**src/rtl/vga_timing_gen.sv**
```systemverilog
// VGA raster timing generator with four built-in modes.
// Counters, sync, blanking and strobes are all registered; the decoded outputs are
// computed from the next-state counters so they line up with hpos/vpos in the same cycle.
// A requested mode only takes effect at the frame wrap, so no frame is ever torn.
module vga_timing_gen #(
  parameter logic [1:0]  DEFAULT_MODE = 2'd0,
  parameter int unsigned FRAME_CNT_W  = 8
) (
  input  logic                   clk,
  input  logic                   rst,
  input  logic                   ena,
  input  logic [1:0]             mode,
  output logic [10:0]            hpos,
  output logic [9:0]             vpos,
  output logic                   hsync,
  output logic                   vsync,
  output logic                   hblank,
  output logic                   vblank,
  output logic                   visible,
  output logic                   line_start,
  output logic                   frame_start,
  output logic [FRAME_CNT_W-1:0] frame_count,
  output logic [1:0]             active_mode
);

  typedef struct packed {
    logic [10:0] hact;
    logic [10:0] hfp;
    logic [10:0] hsw;
    logic [10:0] htot;
    logic [9:0]  vact;
    logic [9:0]  vfp;
    logic [9:0]  vsw;
    logic [9:0]  vtot;
    logic        hpol;  // asserted level of hsync
    logic        vpol;  // asserted level of vsync
  } timing_t;

  function automatic timing_t mode_timing(input logic [1:0] m);
    timing_t t;
    unique case (m)
      2'd0:    t = '{11'd640,  11'd16, 11'd96,  11'd800,  10'd480, 10'd10, 10'd2, 10'd525,
                     1'b0, 1'b0};
      2'd1:    t = '{11'd800,  11'd40, 11'd128, 11'd1056, 10'd600, 10'd1,  10'd4, 10'd628,
                     1'b1, 1'b1};
      2'd2:    t = '{11'd1024, 11'd24, 11'd136, 11'd1344, 10'd768, 10'd3,  10'd6, 10'd806,
                     1'b0, 1'b0};
      default: t = '{11'd1440, 11'd80, 11'd152, 11'd1904, 10'd900, 10'd1,  10'd3, 10'd932,
                     1'b0, 1'b1};
    endcase
    return t;
  endfunction

  localparam timing_t DefTiming = mode_timing(DEFAULT_MODE);

  logic [10:0]            hpos_q, hpos_d;
  logic [9:0]             vpos_q, vpos_d;
  logic [FRAME_CNT_W-1:0] fcnt_q, fcnt_d;
  logic [1:0]             mode_q, mode_d;
  logic                   hsync_q, hsync_d, vsync_q, vsync_d;
  logic                   hblank_q, hblank_d, vblank_q, vblank_d;
  logic                   visible_q, visible_d;
  logic                   lstart_q, lstart_d, fstart_q, fstart_d;

  timing_t cur_t, nxt_t;
  logic    line_end, frame_end;
  logic [10:0] hs_start, hs_stop;
  logic [9:0]  vs_start, vs_stop;

  // Next-state counters; out-of-range positions are folded into the wrap point.
  always_comb begin
    cur_t     = mode_timing(mode_q);
    line_end  = (hpos_q >= cur_t.htot - 11'd1) || (vpos_q >= cur_t.vtot);
    frame_end = line_end && (vpos_q >= cur_t.vtot - 10'd1);
    hpos_d    = hpos_q + 11'd1;
    vpos_d    = vpos_q;
    fcnt_d    = fcnt_q;
    mode_d    = mode_q;
    if (line_end) begin
      hpos_d = '0;
      vpos_d = vpos_q + 10'd1;
    end
    if (frame_end) begin
      vpos_d = '0;
      fcnt_d = fcnt_q + FRAME_CNT_W'(1);
      mode_d = mode;
    end
  end

  // Decode sync, blanking and strobes from the next-state position under the next mode.
  always_comb begin
    nxt_t     = mode_timing(mode_d);
    hs_start  = nxt_t.hact + nxt_t.hfp;
    hs_stop   = hs_start + nxt_t.hsw;
    vs_start  = nxt_t.vact + nxt_t.vfp;
    vs_stop   = vs_start + nxt_t.vsw;
    hsync_d   = ((hpos_d >= hs_start) && (hpos_d < hs_stop)) ? nxt_t.hpol : ~nxt_t.hpol;
    vsync_d   = ((vpos_d >= vs_start) && (vpos_d < vs_stop)) ? nxt_t.vpol : ~nxt_t.vpol;
    hblank_d  = hpos_d >= nxt_t.hact;
    vblank_d  = vpos_d >= nxt_t.vact;
    visible_d = ~hblank_d & ~vblank_d;
    lstart_d  = hpos_d == 11'd0;
    fstart_d  = (hpos_d == 11'd0) && (vpos_d == 10'd0);
  end

  // State and output registers; ena=0 freezes everything, including strobes.
  always_ff @(posedge clk or posedge rst) begin
    if (rst) begin
      hpos_q    <= '0;
      vpos_q    <= '0;
      fcnt_q    <= '0;
      mode_q    <= DEFAULT_MODE;
      hsync_q   <= ~DefTiming.hpol;
      vsync_q   <= ~DefTiming.vpol;
      hblank_q  <= 1'b0;
      vblank_q  <= 1'b0;
      visible_q <= 1'b1;
      lstart_q  <= 1'b1;
      fstart_q  <= 1'b1;
    end else if (ena) begin
      hpos_q    <= hpos_d;
      vpos_q    <= vpos_d;
      fcnt_q    <= fcnt_d;
      mode_q    <= mode_d;
      hsync_q   <= hsync_d;
      vsync_q   <= vsync_d;
      hblank_q  <= hblank_d;
      vblank_q  <= vblank_d;
      visible_q <= visible_d;
      lstart_q  <= lstart_d;
      fstart_q  <= fstart_d;
    end
  end

  assign hpos        = hpos_q;
  assign vpos        = vpos_q;
  assign hsync       = hsync_q;
  assign vsync       = vsync_q;
  assign hblank      = hblank_q;
  assign vblank      = vblank_q;
  assign visible     = visible_q;
  assign line_start  = lstart_q;
  assign frame_start = fstart_q;
  assign frame_count = fcnt_q;
  assign active_mode = mode_q;

endmodule
```
**config.mk**
```make
export PLATFORM = sky130hd
export DESIGN_NAME = vga_timing_gen
export DESIGN_NICKNAME = d
export VERILOG_FILES = /design/src/rtl/vga_timing_gen.sv
export SDC_FILE = /design/constraint.sdc
export NUM_CORES = 1
export LEC_CHECK = 0
export CORE_MARGIN = 3
export CORE_UTILIZATION = 45
export CTS_CLUSTER_SIZE = 20
export DETAILED_ROUTE_END_ITERATION = 12
export GPL_TIMING_DRIVEN = 0
export HOLD_SLACK_MARGIN = 0.15
export PLACE_DENSITY = 0.66
export SLEW_MARGIN = 20
export SYNTH_ARGS = -nofsm -noshare
export SYNTH_HDL_FRONTEND = slang
export SYNTH_SLANG_ARGS = --single-unit
```
**constraint.sdc**
```tcl
create_clock -name clk -period 5.05 [get_ports clk]
set_input_delay 1.01 -clock clk [delete_from_list [all_inputs] [get_ports clk]]
set_output_delay 1.01 -clock clk [all_outputs]
set_load 0.1 [all_outputs]
```
# == Yosys cells after proc, flatten, opt, wreduce, memory -nomap -nowiden ==
# Cells that the tools add are included.
# word_totals
word_cells,56
output_inout_bits,38
input_bits,5
ff_bits,38
# op_classes
n_eq_ne,4
reduce_logical,10
n_lt_le_gt_ge,9
bitwise_logic,5
n_mux,8
n_addsub,9
# ops
op,n
case mux 86 bit (3 select lines),1
case mux 53 bit (3 select lines),1
>= comparator 10 bit,4
>= comparator 11 bit,3
adder 11 bit,2
adder 10 bit,2
two-way mux 10 bit,2
adder 11 x 1 -> 11 bit (second input constant),1
logical NOT 11 bit,1
< comparator 11 bit,1
two-way mux 11 bit,1
subtractor 11 x 1 -> 11 bit (second input constant),1
adder 10 x 1 -> 10 bit (second input constant),1
logical NOT 10 bit,1
< comparator 10 bit,1
subtractor 10 x 1 -> 10 bit (second input constant),1
adder 8 x 1 -> 8 bit (second input constant),1
equality test 2 x 1 -> 1 bit (second input constant),2
equality test 2 bit (second input constant),2
logical AND 1 bit,4
logical NOT 2 bit,2
inverter 1 bit,4
two-way mux 1 bit,2
two-way mux 2 bit,1
3 further kinds,3

# == Logic depth before layout (Yosys ltp) ==
# logic_depth
ltp_word,14
depth_mapped,23

# == Least setup slack after synthesis ==
# Ideal clock, no wire load.
# synth_timing
path_type,reg-to-reg
startpoint,"reg mode_q[0], in the netlist active_mode[0]"
endpoint,"reg hsync_q, in the netlist hsync"
path_slack_ns,-0.333
t_arrival_ns,5.297
path_stages_with_launch,21
n_path_buf,1
t_required_ns,4.965
cell_sequence,dfrtp_1 inv_1 ha_1 inv_1 nand3_1 ha_1 nand4_1 a21oi_1 or3_1 buf_2 o31ai_2 mux2i_1 ha_1 ha_1 nor2b_1 o21ai_0 nand2b_1 a2111o_1 o221ai_1 mux2i_1 nand3_1
# synth_via
elab_chain_len,14
word_cells_on_any_way,24
# synth_lines
item,line_no,rtl
"start, declared",59,"logic [1:0] mode_q, mode_d;"
"start signal, assigned",124,mode_q <= mode_d;
"equality test 2 bit, or another cell as far along",41,unique case (m)
case mux 53 bit (3 select lines),41,
subtractor 11 x 1 -> 11 bit,73,line_end = (hpos_q >= cur_t.htot - 11'd1) || (vpos_q >= cur_t.vtot);
>= comparator 11 bit,73,
logical OR 1 bit,73,
logical AND 1 bit,74,frame_end = line_end && (vpos_q >= cur_t.vtot - 10'd1);
two-way mux 2 bit *,83,if (frame_end) begin
via mode_d[0],59,
"equality test 2 bit, or another cell as far along",41,
case mux 86 bit (3 select lines) *,41,
adder 11 bit,93,hs_start = nxt_t.hact + nxt_t.hfp;
adder 11 bit,94,hs_stop = hs_start + nxt_t.hsw;
< comparator 11 bit,97,hsync_d = ((hpos_d >= hs_start) && (hpos_d < hs_stop)) ? nxt_t.hpol : ~nxt_t.hpol;
logical AND 1 bit,97,
two-way mux 1 bit *,97,
"end signal, assigned",113,hsync_q <= ~DefTiming.hpol;
"end signal, assigned",125,hsync_q <= hsync_d;
"end, declared",60,"logic hsync_q, hsync_d, vsync_q, vsync_d;"
# The timed path passes the listed nets; every way through them passes the cells marked *.
# A chain may end at the register's enable or synchronous reset.

# == Worst setup path after layout ==
# layout_timing
startpoint,"reg mode_q[0], in the netlist active_mode[0]"
endpoint,"reg vsync_q, in the netlist vsync"
# layout_via
elab_chain_len,14
word_cells_on_any_way,25
# layout_lines
item,line_no,rtl
"equality test 2 bit, or another cell as far along",41,
case mux 53 bit (3 select lines),41,
subtractor 11 x 1 -> 11 bit,73,
>= comparator 11 bit,73,
logical OR 1 bit,73,
logical AND 1 bit,74,
two-way mux 2 bit *,83,
via mode_d[0],59,
"equality test 2 bit, or another cell as far along",41,
case mux 86 bit (3 select lines) *,41,
adder 10 bit,95,vs_start = nxt_t.vact + nxt_t.vfp;
adder 10 bit,96,vs_stop = vs_start + nxt_t.vsw;
< comparator 10 bit,98,vsync_d = ((vpos_d >= vs_start) && (vpos_d < vs_stop)) ? nxt_t.vpol : ~nxt_t.vpol;
logical AND 1 bit,98,
two-way mux 1 bit *,98,
"end signal, assigned",114,vsync_q <= ~DefTiming.vpol;
"end signal, assigned",126,vsync_q <= vsync_d;
"end, declared",60,
# Marks and branches as above.

==> results.json <==
{
  "cts_made_buffers": 5,
  "synth-edff-count": 0,
  "yosysSeqAreaShare": 0.249,
  "via_per_inst": 6.00,
  "nFillCells": 751,
  "nets": 568,
  "synth_area_per_cell_sq_um": 8.76,
  "grtUsageTotal": 0.226,
  "cts_tree": "yes",
  "design_area_sq_um": 4650,
  "r2r-start": "active_mode[0]",
  "syn_nets": 513,
  "drt-pass1-iter-count": 5,
  "antenna_cells": 0,
  "syn_to_final_growth_pct": 20.9,
  "synthCells": 439,
  "critical_path_class": "reg2reg",
  "clock_path_buffers": 2,
  "clock-root-buffer": "clkbuf_8",
  "drtAntennaViolNets": 0,
  "utilization": 0.563,
  "place_area_sq_um": 4430,
  "num_rows": 33,
  "first_iter_violations": 260,
  "max_slew_margin": 0.349,
  "arrival_ps": 5020,
  "grt_max_degree": 21,
  "endpoint_kind": "flop",
  "fp.dieH_um": 98.5,
  "start_util": 0.466,
  "dp_hpwl_um": 8490,
  "crit_start": "active_mode[0]",
  "io_buffers": 42,
  "antenna_found_initial": 0,
  "grt_overflow": 0,
  "period_needed_ps": 4780,
  "dieArea_sq_um": 9700,
  "max_cap_violations": 0,
  "outcome": "completed",
  "grt_pass1_wl_um": 17700,
  "timing.setup.tns_ps": 0,
  "wl_per_cell_um": 18.2,
  "min_period_over_period": 0.946,
  "worstMarginPinSlew_ps": 974,
  "wirelength_um": 10900,
  "min_from": "visible",
  "hold_slack_ps": 480,
  "core-area_sq_um": 8260,
  "synthFlopType": "dfrtp_1",
  "clk_latency_ps": 300,
  "grt_pass1_vias": 3433,
  "fmax_ghz": 0.209,
  "crit_fanout": 10,
  "async_flop_share": 1.00,
  "num_vias": 3602,
  "drive_above_1_share": 0.121,
  "final-setup-viol-count": 0,
  "final-hold-violation-count": 0,
  "gp_congestion": 0.894,
  "maxSlewViolCount": 0,
  "synth.distinct_cells": 71,
  "finalClockSkew_ps": 7.54,
  "syn_area_sq_um": 3850,
  "timing.hold.worst.class": "reg2reg",
  "cts.clk_slew.worst_paths_ps": 90,
  "numClockSinks": 38,
  "drc": 0,
  "yosys_register_bits": 38,
  "yosysWarnings": 0,
  "cp-start-kind": "flop",
  "die_w_um": 98.5,
  "cp.required_ps": 5290,
  "ios": 43,
  "htreeDepth": 2
}
-- placed cells by master (no fill, tap or decap), drive strengths merged, types with 8 or more instances in the layout --
cell type / instances
buf: 13
clkbuf: 16
and3: 10
xnor2: 12
ha: 69
nor2: 39
inv: 27
o21ai: 17
nor2b: 8
a21oi: 28
nand2: 28
nor3: 8
mux2: 10
clkdlybuf4s50: 42
dfrtp: 33
nand3: 18
nand4: 12
-- path summary, 6_finish.rpt --
check / to / slack (ps) / depth (start not counted)
max: vsync / 270 / 20
min: visible / 480 / 1
max reg2reg: vsync / 270 / 20
min reg2reg: visible / 480 / 1
max in group asynchronous: line_start / 3440 / 3
min in group asynchronous: frame_count[6] / 1040 / 2
-- repair_timing --
action / CTS / global route
pin swaps: 0 / 4
setup buffers: 1 / 4
hold buffers: 0 / 0
gates resized for setup: 8 / 10
endpoints found under the setup margin: 4 / 4
-- routing by layer --
layer  vias up  track usage  part of all wire
li1       1736            -                 -
met1      1736        0.318              0.46
met2       112        0.356              0.46
met3        18       0.0326             0.063
met4         0       0.0746             0.020
met5         -            0                 0
-- layout make-up --
| cell class | count | area, sq um | area share |
|---|---|---|---|
| clock buffers | 6 | 82.6 | 0.0177 |
| repair buffers | 48 | 485 | 0.104 |
| flip-flops and latches | 38 | 960 | 0.206 |
| multi-input cells | 354 | 2780 | 0.597 |
| plain buffers | 17 | 85.1 | 0.0183 |
| inverters | 30 | 120 | 0.0258 |
| well taps | 105 | 131 | 0.0282 |
| clock inverters | 2 | 12.5 | 0.00269 |
-- critical path, cell delays in order (launching register included) --
cell	delay [ps]
dfrtp_2	440
clkinvlp_4	140
ha_1	210
inv_1	100
nand3_1	90
ha_1	280
nand4_1	140
a21oi_1	70
or3_1	430
buf_2	230
o31ai_4	270
mux2i_4	410
inv_1	190
ha_1	250
inv_1	90
ha_1	260
o211a_1	130
a2111oi_0	390
a31oi_1	180
o2111a_1	150
a221o_1	250
-- cells by family after synthesis --
group | count (synthesis) | share of synthesized area
AO/OA/AOI/OAI | 108 | 0.202
XOR/XNOR | 19 | 0.0433
adder cells (fa/ha/maj) | 69 | 0.224
buffers and inverters | 47 | 0.0507
flip-flops | 38 | 0.249
multiplexers | 13 | 0.0371
AND/OR/NAND/NOR | 145 | 0.194
-- synthesized netlist by cell type, types with 4 or more instances --
cell type	instances	area share
ha_1	69	0.22
nor2_1	38	0.037
dfrtp_1	33	0.21
inv_1	29	0.028
nand2_1	28	0.027
a21oi_1	27	0.035
nand3_1	18	0.023
o21ai_0	16	0.021
xnor2_1	12	0.027
nand4_1	11	0.018
and3_1	10	0.016
mux2_2	10	0.029
clkbuf_1	8	0.0078
nor2b_1	8	0.013
nor3_1	8	0.010
nand2b_1	7	0.011
xor2_1	7	0.016
a21o_1	5	0.0098
buf_2	5	0.0065
dfstp_2	5	0.034
o32ai_1	5	0.011
a31oi_1	4	0.0065
o211ai_1	4	0.0078
-- stage by stage --
step | instances | worst slack (ps)
finish | 600 | 271
global route | 600 | -10.3
CTS | 596 | 35.3
detailed placement | 587 | -749
global placement | 586 | -691
floorplan | 439 | 26.8
-- sequential cells by signal, indices dropped and copies added (netlist names) --
| signal | flops |
|---|---|
| vpos | 10 |
| line_start | 1 |
| frame_count | 8 |
| hsync | 1 |
| vsync | 1 |
| hblank | 1 |
| visible | 1 |
| vblank | 1 |
| active_mode | 2 |
| hpos | 11 |
| frame_start | 1 |
Power is not shown: default switching activity piles up to over one toggle a cycle in this logic, so the estimate is an artifact.
